<file path="src/rtl/aq_ifu_icache_tag_pkg.sv">
// rtl/aq_ifu_icache_tag_pkg.sv - shared widths, entry field positions and FSM states for the icache tag controller
package aq_ifu_icache_tag_pkg;

   localparam int IDX_W = 8;
   localparam int TAG_W = 28;
   localparam int ENT_W = 2 * (TAG_W + 1) + 1;

   // Entry layout: {fifo, way1 valid, way1 tag, way0 valid, way0 tag}
   localparam int W0_TAG_LSB = 0;
   localparam int W0_VLD_BIT = TAG_W;
   localparam int W1_TAG_LSB = TAG_W + 1;
   localparam int W1_VLD_BIT = 2 * TAG_W + 1;
   localparam int FIFO_BIT   = 2 * TAG_W + 2;

   typedef enum logic {
      ST_IDLE = 1'b0,
      ST_INV  = 1'b1
   } tag_st_e;

   // Field positions for a non-default tag width
   function automatic int f_w0_vld(input int tw);
      return tw;
   endfunction

   function automatic int f_w1_lsb(input int tw);
      return tw + 1;
   endfunction

   function automatic int f_w1_vld(input int tw);
      return 2 * tw + 1;
   endfunction

   function automatic int f_fifo(input int tw);
      return 2 * tw + 2;
   endfunction

endpackage

</file>
<file path="src/rtl/aq_ifu_icache_tag_cmp.sv">
// rtl/aq_ifu_icache_tag_cmp.sv - per-way valid+tag compare
module aq_ifu_icache_tag_cmp #(
   parameter int TAG_W = 28
) (
   input  logic             i_vld,
   input  logic [TAG_W-1:0] i_stor_tag,
   input  logic [TAG_W-1:0] i_lkup_tag,
   output logic             o_match
);

   assign o_match = i_vld & (i_stor_tag == i_lkup_tag);

endmodule

</file>
<file path="src/rtl/aq_ifu_icache_tag_ctrl.sv">
// rtl/aq_ifu_icache_tag_ctrl.sv - 2-way icache tag array controller; AQ_ICACHE_TAG_RST_INV_EN sweeps the array out of reset
module aq_ifu_icache_tag_ctrl #(
   parameter int IDX_W = aq_ifu_icache_tag_pkg::IDX_W,
   parameter int TAG_W = aq_ifu_icache_tag_pkg::TAG_W,
   parameter int ENT_W = aq_ifu_icache_tag_pkg::ENT_W
) (
   input  logic             forever_cpuclk,
   input  logic             cpurst_b,
   input  logic             lkup_vld,
   input  logic [IDX_W-1:0] lkup_idx,
   input  logic [TAG_W-1:0] lkup_tag,
   output logic             lkup_rdy,
   input  logic             refill_vld,
   input  logic [IDX_W-1:0] refill_idx,
   input  logic [TAG_W-1:0] refill_tag,
   input  logic             refill_way,
   output logic             refill_rdy,
   input  logic             inv_all_req,
   output logic             inv_busy,
   output logic             inv_done,
   output logic             rslt_vld,
   output logic             rslt_hit,
   output logic             rslt_way,
   output logic             rslt_victim,
   output logic [IDX_W-1:0] sram_a,
   output logic             sram_cen,
   output logic             sram_gwen,
   output logic [ENT_W-1:0] sram_d,
   output logic [ENT_W-1:0] sram_wen,
   input  logic [ENT_W-1:0] sram_q
);

   import aq_ifu_icache_tag_pkg::*;

   localparam int L_W0_LSB = 0;
   localparam int L_W0_VLD = f_w0_vld(TAG_W);
   localparam int L_W1_LSB = f_w1_lsb(TAG_W);
   localparam int L_W1_VLD = f_w1_vld(TAG_W);
   localparam int L_FIFO   = f_fifo(TAG_W);
   localparam logic [IDX_W-1:0] LAST_IDX = '1;

`ifdef AQ_ICACHE_TAG_RST_INV_EN
   localparam tag_st_e RST_ST = ST_INV;
`else
   localparam tag_st_e RST_ST = ST_IDLE;
`endif

   tag_st_e          r_state;
   tag_st_e          w_nxt_state;
   logic [IDX_W-1:0] r_cnt;
   logic             r_inv_done;
   logic             r_lkup_issue;
   logic [TAG_W-1:0] r_lkup_tag;
   logic             w_inv_last;
   logic             w_lkup_acc;
   logic             w_m0;
   logic             w_m1;

   // State register; reset lands in IDLE, or straight into a sweep when configured
   always_ff @(posedge forever_cpuclk or negedge cpurst_b) begin
      if (!cpurst_b) begin
         r_state <= RST_ST;
      end else begin
         r_state <= w_nxt_state;
      end
   end

   // Next state and the single SRAM access of the cycle: sweep > refill > lookup
   always_comb begin
      w_nxt_state = r_state;
      w_inv_last  = 1'b0;
      w_lkup_acc  = 1'b0;
      lkup_rdy    = 1'b0;
      refill_rdy  = 1'b0;
      sram_a      = '0;
      sram_cen    = 1'b1;
      sram_gwen   = 1'b1;
      sram_d      = '0;
      sram_wen    = '1;
      // SRAM stays untouched while reset is held, even if the state register sits in INV
      if (cpurst_b) begin
         case (r_state)
            ST_INV: begin
               sram_a     = r_cnt;
               sram_cen   = 1'b0;
               sram_gwen  = 1'b0;
               sram_wen   = '0;
               w_inv_last = (r_cnt == LAST_IDX);
               if (w_inv_last) begin
                  w_nxt_state = ST_IDLE;
               end
            end
            default: begin
               refill_rdy = 1'b1;
               lkup_rdy   = ~refill_vld;
               if (inv_all_req) begin
                  w_nxt_state = ST_INV;
               end
               if (refill_vld) begin
                  sram_a           = refill_idx;
                  sram_cen         = 1'b0;
                  sram_gwen        = 1'b0;
                  // Point the replacement bit at the other way
                  sram_d[L_FIFO]   = ~refill_way;
                  sram_wen[L_FIFO] = 1'b0;
                  if (refill_way) begin
                     sram_d[L_W1_VLD]                 = 1'b1;
                     sram_d[L_W1_LSB +: TAG_W]        = refill_tag;
                     sram_wen[L_W1_VLD]               = 1'b0;
                     sram_wen[L_W1_LSB +: TAG_W]      = '0;
                  end else begin
                     sram_d[L_W0_VLD]                 = 1'b1;
                     sram_d[L_W0_LSB +: TAG_W]        = refill_tag;
                     sram_wen[L_W0_VLD]               = 1'b0;
                     sram_wen[L_W0_LSB +: TAG_W]      = '0;
                  end
               end else if (lkup_vld) begin
                  w_lkup_acc = 1'b1;
                  sram_a     = lkup_idx;
                  sram_cen   = 1'b0;
               end
            end
         endcase
      end
   end

   // Sweep index: runs only in INV, wraps to 0 after the last set
   always_ff @(posedge forever_cpuclk or negedge cpurst_b) begin
      if (!cpurst_b) begin
         r_cnt <= '0;
      end else if (r_state == ST_INV) begin
         r_cnt <= r_cnt + 1'b1;
      end else begin
         r_cnt <= '0;
      end
   end

   // One-cycle done pulse after the final sweep write
   always_ff @(posedge forever_cpuclk or negedge cpurst_b) begin
      if (!cpurst_b) begin
         r_inv_done <= 1'b0;
      end else begin
         r_inv_done <= w_inv_last;
      end
   end

   // Remember an issued lookup so the result lines up with sram_q next cycle
   always_ff @(posedge forever_cpuclk or negedge cpurst_b) begin
      if (!cpurst_b) begin
         r_lkup_issue <= 1'b0;
         r_lkup_tag   <= '0;
      end else begin
         r_lkup_issue <= w_lkup_acc;
         if (w_lkup_acc) begin
            r_lkup_tag <= lkup_tag;
         end
      end
   end

   aq_ifu_icache_tag_cmp #(.TAG_W(TAG_W)) u_cmp0 (
      .i_vld      (sram_q[L_W0_VLD]),
      .i_stor_tag (sram_q[L_W0_LSB +: TAG_W]),
      .i_lkup_tag (r_lkup_tag),
      .o_match    (w_m0)
   );

   aq_ifu_icache_tag_cmp #(.TAG_W(TAG_W)) u_cmp1 (
      .i_vld      (sram_q[L_W1_VLD]),
      .i_stor_tag (sram_q[L_W1_LSB +: TAG_W]),
      .i_lkup_tag (r_lkup_tag),
      .o_match    (w_m1)
   );

   assign inv_busy    = (r_state == ST_INV) & cpurst_b;
   assign inv_done    = r_inv_done;
   assign rslt_vld    = r_lkup_issue;
   assign rslt_hit    = w_m0 | w_m1;
   assign rslt_way    = w_m1 & ~w_m0;
   // Fill an empty way first, otherwise follow the FIFO bit
   assign rslt_victim = ~sram_q[L_W0_VLD] ? 1'b0 :
                        ~sram_q[L_W1_VLD] ? 1'b1 : sram_q[L_FIFO];

endmodule

</file>
<file path="config.mk">
export PLATFORM = sky130hd
export DESIGN_NAME = aq_ifu_icache_tag_ctrl
export DESIGN_NICKNAME = d
export VERILOG_FILES = /design/src/rtl/aq_ifu_icache_tag_pkg.sv /design/src/rtl/aq_ifu_icache_tag_cmp.sv /design/src/rtl/aq_ifu_icache_tag_ctrl.sv
export SDC_FILE = /design/constraint.sdc
export NUM_CORES = 1
export LEC_CHECK = 0
export BUFFER_PORTS_ARGS = -buffer_cell sky130_fd_sc_hd__buf_2
export CORE_AREA = 2 2 105 107
export CTS_CLUSTER_SIZE = 20
export DETAILED_ROUTE_END_ITERATION = 12
export DIE_AREA = 0 0 107 109
export PLACE_DENSITY = 0.76
export SKIP_LAST_GASP = 1
export SLEW_MARGIN = 20
export SYNTH_ARGS = -nofsm -noshare
export SYNTH_HDL_FRONTEND = slang
export SYNTH_SLANG_ARGS = --single-unit
</file>
<file path="constraint.sdc">
create_clock -name forever_cpuclk -period 2.8 [get_ports forever_cpuclk]
set_clock_uncertainty 0.1 [all_clocks]
set_input_delay 0.42 -clock forever_cpuclk [delete_from_list [all_inputs] [get_ports forever_cpuclk]]
set_output_delay 0.42 -clock forever_cpuclk [all_outputs]
set_load 0.02 [all_outputs]
</file>
Word level (Yosys, flattened, before mapping). Index checks and enable logic that the tools add are counted.

Register bits: 39. Input bits: 137. Output and inout bits: 136.

Add/subtract/negate cells: 1. Equality and inequality tests: 3. Muxes and demuxes: 37. Bitwise logic cells: 8.

Operator list (number): $mux W59 (6); $mux W29 (4); $eq A28 B28 Y1 (2); $mux W8 (5); $mux W1 (22); $add A8 B1 Y8 const B (1); $eq A8 B8 Y1 const B (1); $and A1 B1 Y1 (4); $not A1 Y1 (3); $or A1 B1 Y1 (1).

Depth between registers and ports, before layout. Gate-level depths: netlist of run 1.

Word-level depth: 4. Gate-level depth with buffers: 7. Depth with buffers taken out: 5.

By module. From an unflattened synthesis of run 1, not the netlist that was laid out.

Cell total of the unflattened synthesis: 338. Area, all modules: 3226.8 µm².

By module, submodules not included: aq_ifu_icache_tag_ctrl (times used 1, cells each 262, area an instance 2603.7 µm², sequential area each 975.9 µm²); aq_ifu_icache_tag_cmp (times used 2, cells each 38, area an instance 311.5 µm², sequential area each 0.0 µm²).

Worst setup path after synthesis of run 1. OpenSTA, ideal clock, no wires.

Path kind: flip-flop to output port. Start: register r_state. End: output port sram_wen[10]. Arrival: 2.950 ns. Setup slack: -0.670 ns. Stages on the path, launching flop included: 4. Path buffers: 2. Path through: dfrtp_1 > clkbuf_1 > o21ai_0 > buf_4.

Word-level cells in the longest chain between the ends: 2.

Ends and longest elaborated chain: start, declared (RTL line aq_ifu_icache_tag_ctrl.sv:48) `tag_st_e r_state;`; start signal, assigned (RTL line aq_ifu_icache_tag_ctrl.sv:64) `r_state <= w_nxt_state;`; $mux W59 (RTL line aq_ifu_icache_tag_ctrl.sv:82) `case (r_state)`; $mux W59 (RTL line aq_ifu_icache_tag_ctrl.sv:81) `if (cpurst_b) begin`; end, declared (RTL line aq_ifu_icache_tag_ctrl.sv:29) `output logic [ENT_W-1:0] sram_wen,`.

No other way between the ends.

Final worst setup path of run 1.
Start: register r_lkup_tag[22]. End: output port rslt_way.

Word-level cells in the longest chain between the ends: 4. Elaborated cells on any way between the ends: 6.

Ends and longest elaborated chain: start, declared (RTL line aq_ifu_icache_tag_ctrl.sv:53) `logic [TAG_W-1:0] r_lkup_tag;`; start signal, assigned (RTL line aq_ifu_icache_tag_ctrl.sv:155) `r_lkup_tag <= lkup_tag;`; $eq A28 B28 Y1 (RTL line aq_ifu_icache_tag_cmp.sv:11) `assign o_match = i_vld & (i_stor_tag == i_lkup_tag);`; $and A1 B1 Y1 (RTL line aq_ifu_icache_tag_cmp.sv:11); $not A1 Y1 (RTL line aq_ifu_icache_tag_ctrl.sv:178) `assign rslt_way = w_m1 & ~w_m0;`; $and A1 B1 Y1 * (RTL line aq_ifu_icache_tag_ctrl.sv:178); end, declared (RTL line aq_ifu_icache_tag_ctrl.sv:23) `output logic rslt_way,`.

Mark *: on every way between the ends. The rest lies on a longest branch, timed or not.

==> results of run 1 <==
[cell type report]
cell class	instances	area [µm²]	share of cell area
repair buffers	280	1420	0.327
well taps	140	175	0.0403
inverters	7	26.3	0.00604
flip-flops and latches	39	976	0.224
clock inverters	1	8.76	0.00201
multi-input cells	212	1660	0.381
clock buffers	6	82.6	0.0190
[per-layer routing]
metal	track usage	part of all wire	vias to the layer above	wire, µm
met3	0.0269	0.069	10	657
met2	0.292	0.54	132	5080
li1	-	-	1463	-
met4	0.0408	0.016	0	154
met5	0	0	-	0
met1	0.169	0.38	1390	3570
[power breakdown]
part / switching (W) / internal, W
Sequential: 0.000121 / 0.000663
Clock: 0.000209 / 0.000199
Combinational: 0.000304 / 0.000323
[through the flow]
step	setup slack [ns]	std cells	utilization
finish	0.276	685	0.410
global route	0.105	685	0.410
CTS	0.255	685	0.410
detailed placement	0.300	677	0.400
global placement	0.397	677	0.400
floorplan	0.0827	329	-
[state kept, by name (all words and copies together), names as in the netlist]
| name | cells |
|---|---|
| inv_done | 1 |
| r_cnt | 8 |
| r_lkup_tag | 28 |
| r_state | 1 |
| rslt_vld | 1 |
[how the worst max path moves through the flow]
| stage | cells past startpoint | start | to |
|---|---|---|---|
| after floorplan | 3 | r_state | sram_wen[10] |
| after global placement | 4 | refill_vld | sram_wen[14] |
| after detailed placement | 4 | refill_vld | sram_wen[25] |
| after CTS | 6 | r_lkup_tag[22] | rslt_way |
| after global routing | 6 | r_lkup_tag[22] | rslt_way |
| final | 6 | r_lkup_tag[22] | rslt_way |
[what timing repair did]
| item | in CTS | in global routing |
|---|---|---|
| endpoints found under the hold margin | 3 | 0 |
| hold buffers | 1 | 0 |
| endpoints found under the setup margin | 0 | 0 |
[layout by cell type, fill, tap and decap left out, drive strengths merged, types with 5 or more instances in the layout]
master  netlist  routed
nor2b         5       5
dfrtp        39      39
nand2         5       5
a222oi        6       6
and3          6       6
inv           7       8
xnor2        37      37
nand4        10      10
clkbuf        6       6
mux2         28      28
xor2         25      25
buf          65     279
nor4          8       8
and2         66      66
[logic make-up after synthesis]
kind of cell | Yosys count | share of synthesized area
AND/OR/NAND/NOR | 106 | 0.209
buffers and inverters | 78 | 0.174
XOR/XNOR | 62 | 0.171
flip-flops | 39 | 0.306
multiplexers | 28 | 0.0990
AO/OA/AOI/OAI | 15 | 0.0369
adder cells (fa/ha/maj) | 1 | 0.00393
==> results.md, run 1 <==
- Post-Route WL: 9460 µm
- Post-Synthesis Net Count: 467
- Post-DP HPWL: 7990 µm
- Sequential-to-total area share from yosys stat: 0.306
- Initial Util: 0.300
- Clk_lat worst skew: 0.29 ns
- Synth unique cells: 31
- R2R cell count: 6
- DR pass1 iterations: 6
- Setup violators final: 0
- Routed WL per cell: 13.8 µm
- EDFF count, synth: 0
- Setup TNS: 0 ns
- Most used cell, CP: nand4_1
- Total CTS buffers: 5
- Power per Cell Area: 418 mW/mm²
- Syn_area_per_cell: 9.68 µm²
- Hold Vio Cnt, Final: 0
- Crit path buffers/inverters: 1
- Critical Path Start Type: flip-flop
- Critical path arrival: 2.00 ns
- Maximum VDD drop: 0.000174 V
- Reg2reg end: r_lkup_tag[14]
- RSZ-0062 raised after global routing: no
- CP top delay family: simple AND/OR/NAND/NOR gates
- Cell taking the most area after synthesis: dfrtp_1
- Ports: 273
- Largest net degree at the start of global routing: 34
- Synth cell count leaders: and2_1 (65), buf_4 (60), dfrtp_1 (39)
- Post-Syn Instances: 329
- Row Count: 38
- Synth warn: 0
- Register-to-register setup slack: 0.73 ns
- Routed vias/inst: 4.37
- Clock root buffer: clkbuf_8
- H-Tree Level Count: 2
- Remaining routing DRC violations: 0
- Crit-path max FO: 3
- Status: finished clean
- Crit path kind: reg -> out
- N_diodes: 0
- Buffers on Ports: 272
- NumNets Final: 683
- Bufs on Longest Clock Path: 2
- Area Growth Syn to Fin: 36.6%
- Fin. max-slew vios: 0
- Initial drt markers: 127
- Worst hold path class: in -> async
- Core area: 0.0106 mm²
- Tcrit/Tclk final: 0.901
- Initial antenna violation count: 0
- Vias in the first global route: 2,649
- Crit path cell chain: xnor2_1 -> nand4_1 -> nor4_1 -> nand4_1 -> nor2b_1 -> buf_2
- CTS tree: yes
- Max Cap Viol: 0
- RePlAce Congestion: 0.984
- Layout cells sized above 1: 0.583
- Design area: 0.00435 mm²
- Die area: 0.0117 mm²
- GRT Total Usage: 0.151
- Slew @ Worst Pin: 0.715 ns
- Final ANT Viol Nets: 0
- Die width: 107 µm
- First-pass GRT wire length: 13,500 µm
- Area contributors post-synth: dfrtp_1 (31%), buf_4 (14%), and2_1 (13%)
- Yosys reg bits: 39
- Design Power: 0.00182 W
- Synth async-reset ratio: 1.00
- Most common cell in the netlist: and2_1
- Post-DP Area: 0.00425 mm²
- CTS clk-pin slew, worst paths: 0.09 ns
- FF-to-FF Start: r_state
- Fillcell total: 1,106
- Post-CTS setup buffers: 0
- Leak: 2.50 nW
- Synthesized area: 0.00318 mm²
- Crit. End Element: primary output
- Share of the synthesized area in the top cell type: 0.306
- Rel. slew slack: 0.523
- Remaining global-route overflow: 0
- Hold_ws: 0.127 ns
- DR vias: 2,995
- Die H: 109 µm
- CP peak stage delay: 0.43 ns
- Critical-path top delay cell: dfrtp_1
- PostCTS Resize Cnt: 0
- Worst Path Required: 2.28 ns
- TritonCTS sink count: 39
- Top_reg_cell synth: dfrtp_1
- Fmax: 0.396 GHz
- Fin crit period: 2.52 ns
Power figures use the tool's default switching activity.
==> run 2, diff against run 1 <==
REMOVE_ABC_BUFFERS = 1   (was default)
clock period = 2.3 ns   (was 2.8 ns; I/O delays follow)
==> run 2 against run 1 <==
- register-to-register slack lost 0.32 ns
- core utilization grew 0.55 points
- critical endpoint unchanged
- global-route usage grew 0.15 points
- sequential share of layout area shrank 0.24 points
- count of clock-buffer cells in the layout grew 1
- flip-flop and latch count is the same
- critical path depth is the same
==> results.md, run 2 (same netlist as run 1, synthesis figures left out) <==
- Status: finished clean
- Switch Pwr: 0.000756 W (+19%)
- Fin. max-slew vios: 0 (unchanged)
- N_diodes: 0 (unchanged)
- Tcrit/Tclk final: 0.969
- Initial Util: 0.300 (unchanged)
- Reg area: 978 µm² (+0.26%)
- Critical path arrival: 1.78 ns (-0.22 ns)
- Row Count: 38 (unchanged)
- Total CTS buffers: 5 (unchanged)
- Clock root buffer: clkbuf_8
- Crit. End Element: primary output
- Rel. slew slack: 0.677 (+0.154)
- Worst hold path class: in -> reg
- Maximum VDD drop: 0.000305 V (+75%)
- Post-DP Area: 0.00426 mm² (+0.35%)
- Post-Route WL: 9800 µm (+3.6%)
- Worst Path Required: 1.86 ns (-0.42 ns)
- Crit path cell chain: xnor2_2 -> nand4_1 -> nor4_2 -> nand4_1 -> nor2b_1 -> buf_4
- Die area: 0.0117 mm² (unchanged)
- Die H: 109 µm (unchanged)
- Critical-path top delay cell: dfrtp_2
- Routed vias/inst: 4.29 (-1.9%)
- Final ANT Viol Nets: 0 (unchanged)
- Ports: 273 (unchanged)
- Remaining global-route overflow: 0 (unchanged)
- Crit path kind: reg -> out
- Largest registers: r_lkup_tag: 28 flops, r_cnt: 8 flops
- FF-to-FF Start: r_state
- Register-to-register setup slack: 0.41 ns (-0.32 ns)
- Stages on worst setup path: 6 (unchanged)
- Slew @ Worst Pin: 0.482 ns (-0.233 ns)
- Worst Slack Setup Final: 0.0706 ns (-0.206 ns)
- Fin crit period: 2.23 ns
- H-Tree Level Count: 2 (unchanged)
- RSZ-0062 raised after global routing: yes
- Fillcell total: 1,096 (-0.90%)
- Area Growth Syn to Fin: 38.5%
- Power share of the combinational group: 0.359 (+0.014)
- DR vias: 2,950 (-1.5%)
- Hold_sp: lkup_tag[26]
- Buffers on Ports: 272 (unchanged)
- Max Cap Viol: 0 (unchanged)
- Hold Vio Cnt, Final: 0 (unchanged)
- NumNets Final: 685 (+0.29%)
- TritonCTS sink count: 39 (unchanged)
- Largest net degree at the start of global routing: 32 (-5.9%)
- Most used cell, CP: nand4_1
- Critical Path Start Type: flip-flop
- Max reg flops: 28 (unchanged)
- Setup violators final: 0 (unchanged)
- Die width: 107 µm (unchanged)
- Leak: 2.52 nW (+0.85%)
- Bufs on Longest Clock Path: 2 (unchanged)
- Crit-path max FO: 3 (unchanged)
- R2R cell count: 5 (-1)
- First-pass GRT wire length: 13,600 µm (+0.82%)
- Vias in the first global route: 2,590 (-2.2%)
- Reg2reg end: r_lkup_tag[0]
- Clk_lat worst skew: 0.28 ns (about the same)
- Met2 usage: 0.241 (-0.0505)
- Post-CTS setup buffers: 0 (unchanged)
- Global Route met1 Usage: 0.218 (+0.0491)
- Layout cells sized above 1: 0.597 (+0.0132)
- CP peak stage delay: 0.44 ns (about the same)
- Area of the multi-input gates: 0.00170 mm² (+2.7%)
- Design area: 0.00441 mm² (+1.4%)
- Core area: 0.0106 mm² (unchanged)
- Initial antenna violation count: 0 (unchanged)
- Fmax: 0.449 GHz
- Place WS: 0.237 ns (-0.0623 ns)
- Commonest cells after routing, fill and taps aside: buf_2 (271), and2_1 (65), dfrtp_1 (37)
- Share of power burned in registers: 0.441 (+0.010)
- Remaining routing DRC violations: 0 (unchanged)
- Crit path buffers/inverters: 1 (unchanged)
- Int Pwr: 0.00143 W (+20%)
- Initial drt markers: 110 (-13%)
- CTS tree: yes
- Fraction of power spent switching nets: 0.346 (-0.00239)
- Routed WL per cell: 14.2 µm (+3.1%)
- Clock power share: 0.200 (-0.024)
- Met3 Use GR: 0.0227 (-0.00418)
- CP top delay family: simple AND/OR/NAND/NOR gates
- CTS clk-pin slew, worst paths: 0.07 ns (-0.02 ns)
- DR pass1 iterations: 4 (-2)
- Commonest non-fill, non-tap cell in the layout: buf_2
- Power per Cell Area: 495 mW/mm² (+18%)
- Hold path endpoint: r_lkup_tag[26]
- Post-DP HPWL: 8060 µm (+0.94%)
- GRT busiest layer: met2
- GRT Total Usage: 0.152 (+0.00148)
- RePlAce Congestion: 0.896 (-8.9%)
- Hold Path Stages: 2
- Register bank with the most flops: r_lkup_tag
## run 2: changes by cell type in the layout (fill, tap and decap cells not counted), sizes merged
cell    change
inv         -1
clkinv      +1
buf         +2
clkbuf      +1
## run 2: area by class of cell
| cell class | count | share of cell area |
|---|---|---|
| sequential | 39 | 0.222 |
| clock inverter | 1 | 0.00114 |
| clock buffer | 7 | 0.0173 |
| inverter | 7 | 0.00596 |
| tap | 140 | 0.0397 |
| multi-input combinational | 212 | 0.386 |
| timing repair buffer | 282 | 0.328 |
## run 2: what timing repair did
item	CTS	global route
endpoints found under the hold margin	9	0
hold buffers	1	0
pin swaps	2	4
setup endpoints to repair	2	4
resized for setup	2	9
## run 2: worst max path at each step
stage | from | endpoint | slack, ns
4_1_cts | r_lkup_tag[11] | rslt_way | 0.003
6_report | r_lkup_tag[7] | rslt_way | 0.07
5_1_grt | r_lkup_tag[3] | rslt_way | -0.03
3_5_place_dp | sram_q[36] | rslt_way | 0.24
2_1_floorplan | r_state | sram_wen[0] | -10.58
3_3_place_gp | sram_q[36] | rslt_way | 0.26
## run 2: layer usage
metal,vias to the layer above,wire length [µm]
met5,-,0
met3,8,532
met1,1365,4380
met2,113,4780
li1,1464,-
met4,0,108
## run 2: power groups by stage
stage	logic (W)	registers [W]	clock network, W
final	0.000783	0.000961	0.000437
after global routing	0.000864	0.000975	0.000482
after CTS	0.000779	0.000953	0.000452
after detailed placement	0.000768	0.000964	0
after global placement	0.000756	0.000962	0
after floorplan	0.000477	0.000922	0
## run 2: through the flow
stage | total power [W] | hold slack (ns) | TNS (ns) | util | instances
floorplan | 0.00140 | -0.0506 | -378.88 | - | 258
global placement | 0.00172 | 0.215 | 0 | 0.402 | 679
detailed placement | 0.00173 | 0.217 | 0 | 0.402 | 679
CTS | 0.00218 | 0.180 | 0 | 0.412 | 688
global route | 0.00232 | 0.176 | -0.0293 | 0.416 | 688
finish | 0.00218 | 0.190 | 0 | 0.416 | 688
==> run 3, diff against run 2 <==
BUFFER_PORTS_ARGS = -buffer_cell sky130_fd_sc_hd__buf_4   (was -buffer_cell sky130_fd_sc_hd__buf_2)
PLACE_DENSITY = 0.73   (was 0.76)
clock period = 2.1 ns   (was 2.3 ns; I/O delays follow)
==> run 3 against run 2 <==
- power up 18%
- via count rose by 4.5%
- global-route usage increased by 2.4 points
- combinational power is 33% higher
- clock power up 11%
- flip-flop and latch count unchanged
- the run now ends with setup timing left
- cell count up 1.6%
- wire length is 12% higher
- sequential share of layout area down 3.5 points
- register-to-register slack got worse by 0.27 ns
- sequential power increased by 8%
==> results.md, run 3 (same netlist as run 1, synthesis figures left out) <==
- Status: complete, but fails checks
- Failing checks: setup timing
- Area of the multi-input gates: 0.00176 mm² (+3.5%)
- RSZ-0062 raised after global routing: yes
- Post-Route WL: 11,000 µm (+12%)
- Post-DP HPWL: 8850 µm (+9.8%)
- Reg area: 978 µm² (unchanged)
- Power per Cell Area: 491 mW/mm² (-0.67%)
- Rel. slew slack: 0.580 (-0.0978)
- Crit path cell chain: xor2_1 -> nor4_2 -> buf_4 -> nand4_1 -> nor2b_1 -> buf_4
- CTS clk-pin slew, worst paths: 0.07 ns (about the same)
- Fraction of power spent switching nets: 0.332 (-0.0141)
- Initial drt markers: 119 (+8.2%)
- CP peak stage delay: 0.41 ns (-0.03 ns)
- Clock root buffer: clkbuf_8
- Buffers on Ports: 272 (unchanged)
- Crit path buffers/inverters: 2 (+1)
- Crit-path max FO: 3 (unchanged)
- Ports: 273 (unchanged)
- Hold Vio Cnt, Final: 0 (unchanged)
- Int Pwr: 0.00171 W (+20%)
- Core area: 0.0106 mm² (unchanged)
- Area Growth Syn to Fin: 64.0%
- First-pass GRT wire length: 15,900 µm (+17%)
- Share of power burned in registers: 0.407 (-0.034)
- RePlAce Congestion: 0.879 (-1.9%)
- Initial Util: 0.300 (unchanged)
- Tcrit/Tclk final: 1.04
- Die width: 107 µm (unchanged)
- Largest registers: r_lkup_tag: 28 flops, r_cnt: 8 flops
- NumNets Final: 695 (+1.5%)
- Commonest cells after routing, fill and taps aside: buf_4 (282), and2_1 (63), dfrtp_1 (37)
- Fmax: 0.457 GHz
- Max reg flops: 28 (unchanged)
- Routed WL per cell: 15.7 µm (+10%)
- Worst Slack Setup Final: -0.0869 ns (-0.158 ns)
- Post-DP Area: 0.00496 mm² (+16%)
- Leak: 2.75 nW (+8.9%)
- Critical path arrival: 1.77 ns (about the same)
- TritonCTS sink count: 39 (unchanged)
- Slew @ Worst Pin: 0.628 ns (+0.146 ns)
- Initial antenna violation count: 1 (+1)
- Most used cell, CP: buf_4
- Layout cells sized above 1: 0.616 (+0.0198)
- Post-Route Utilization: 0.492 (+0.0766)
- DR pass1 iterations: 4 (unchanged)
- CTS tree: yes
- Bufs on Longest Clock Path: 2 (unchanged)
- H-Tree Level Count: 2 (unchanged)
- Final ANT Viol Nets: 0 (unchanged)
- Setup violators final: 2 (+2)
- Vias in the first global route: 3,001 (+16%)
- Routed vias/inst: 4.41 (+2.9%)
- DR vias: 3,084 (+4.5%)
- Maximum VDD drop: 0.000398 V (+31%)
- Clock power share: 0.188 (-0.012)
- GRT Total Usage: 0.176 (+0.0238)
- Critical Path Start Type: flip-flop
- Switch Pwr: 0.000853 W (+13%)
- Fin crit period: 2.19 ns
- Critical-path top delay cell: dfrtp_1
- Die H: 109 µm (unchanged)
- Design area: 0.00522 mm² (+18%)
- Clk_lat worst skew: 0.28 ns (about the same)
- Remaining global-route overflow: 0 (unchanged)
- R2R cell count: 5 (unchanged)
- Max Cap Viol: 0 (unchanged)
- Worst hold path class: in -> async
- CP top delay family: simple AND/OR/NAND/NOR gates
- Fin. max-slew vios: 0 (unchanged)
- Worst Path Required: 1.68 ns (-0.18 ns)
- Crit. End Element: primary output
- Remaining routing DRC violations: 0 (unchanged)
- Row Count: 38 (unchanged)
- Register bank with the most flops: r_lkup_tag
- Crit path kind: reg -> out
- Total CTS buffers: 5 (unchanged)
- Power share of the combinational group: 0.404 (+0.045)
- Stages on worst setup path: 6 (unchanged)
- Largest net degree at the start of global routing: 34 (+6.3%)
- Commonest non-fill, non-tap cell in the layout: buf_4
- Die area: 0.0117 mm² (unchanged)
- Fillcell total: 972 (-11%)
run 3: cell type report:
class	instances	area share
multi-input cells	215	0.338
flip-flops and latches	39	0.187
clock buffers	7	0.0146
diodes	1	0.000479
inverters	7	0.00503
well taps	140	0.0335
repair buffers	289	0.420
clock inverters	1	0.000959
run 3: routing by layer:
layer  wire [µm]  global-route usage  share of wire
met1        4550               0.225           0.41
met2        5810               0.308           0.53
met3         531              0.0293          0.048
met4         105              0.0492         0.0095
met5           0                   0              0
run 3: path summary, 6_finish.rpt:
check / from / end / slack, ns
max: r_lkup_tag[22] / rslt_way / -0.09
min: cpurst_b / r_state / 0.16
max reg2reg: r_state / r_lkup_tag[15] / 0.14
min reg2reg: r_cnt[0] / r_cnt[0] / 0.38
max in group asynchronous: cpurst_b / r_cnt[7] / 1.04
min in group forever_cpuclk: lkup_tag[25] / r_lkup_tag[25] / 0.16
run 3: stage by stage:
stage	hold WS, ns	setup slack [ns]	power [W]	TNS, ns	std cells
after floorplan	-0.0806	-10.75	0.00153	-393.50	258
after global placement	0.170	0.0850	0.00201	0	681
after detailed placement	0.171	-0.0226	0.00204	-0.166	681
after CTS	0.151	-0.114	0.00256	-0.148	694
after global routing	0.140	-0.241	0.00275	-3.49	699
final	0.161	-0.0869	0.00257	-0.111	699
run 3: timing repair:
| item | in CTS | in global routing |
|---|---|---|
| hold buffers | 1 | 0 |
| cloned | 3 | 0 |
| resized for setup | 18 | 12 |
| setup endpoints to repair | 112 | 59 |
| hold endpoints to repair | 8 | 0 |
| pin swaps | 9 | 13 |
| buffers inserted | 1 | 4 |
run 3: power groups by stage:
stage                     logic (W)  clock network (W)  registers (W)
after CTS                   0.00101           0.000505        0.00104
after detailed placement   0.000984                  0        0.00106
after global placement     0.000964                  0        0.00105
after floorplan            0.000523                  0        0.00101
after global routing        0.00113           0.000549        0.00107
final                       0.00104           0.000483        0.00104
run 3: worst reg2reg max path: cells and delay by family, from the launching register on:
family / cells / cell delay [ns]
simple gates: 3 / 0.52
mux: 1 / 0.40
buf+inv: 1 / 0.38
flops: 1 / 0.44
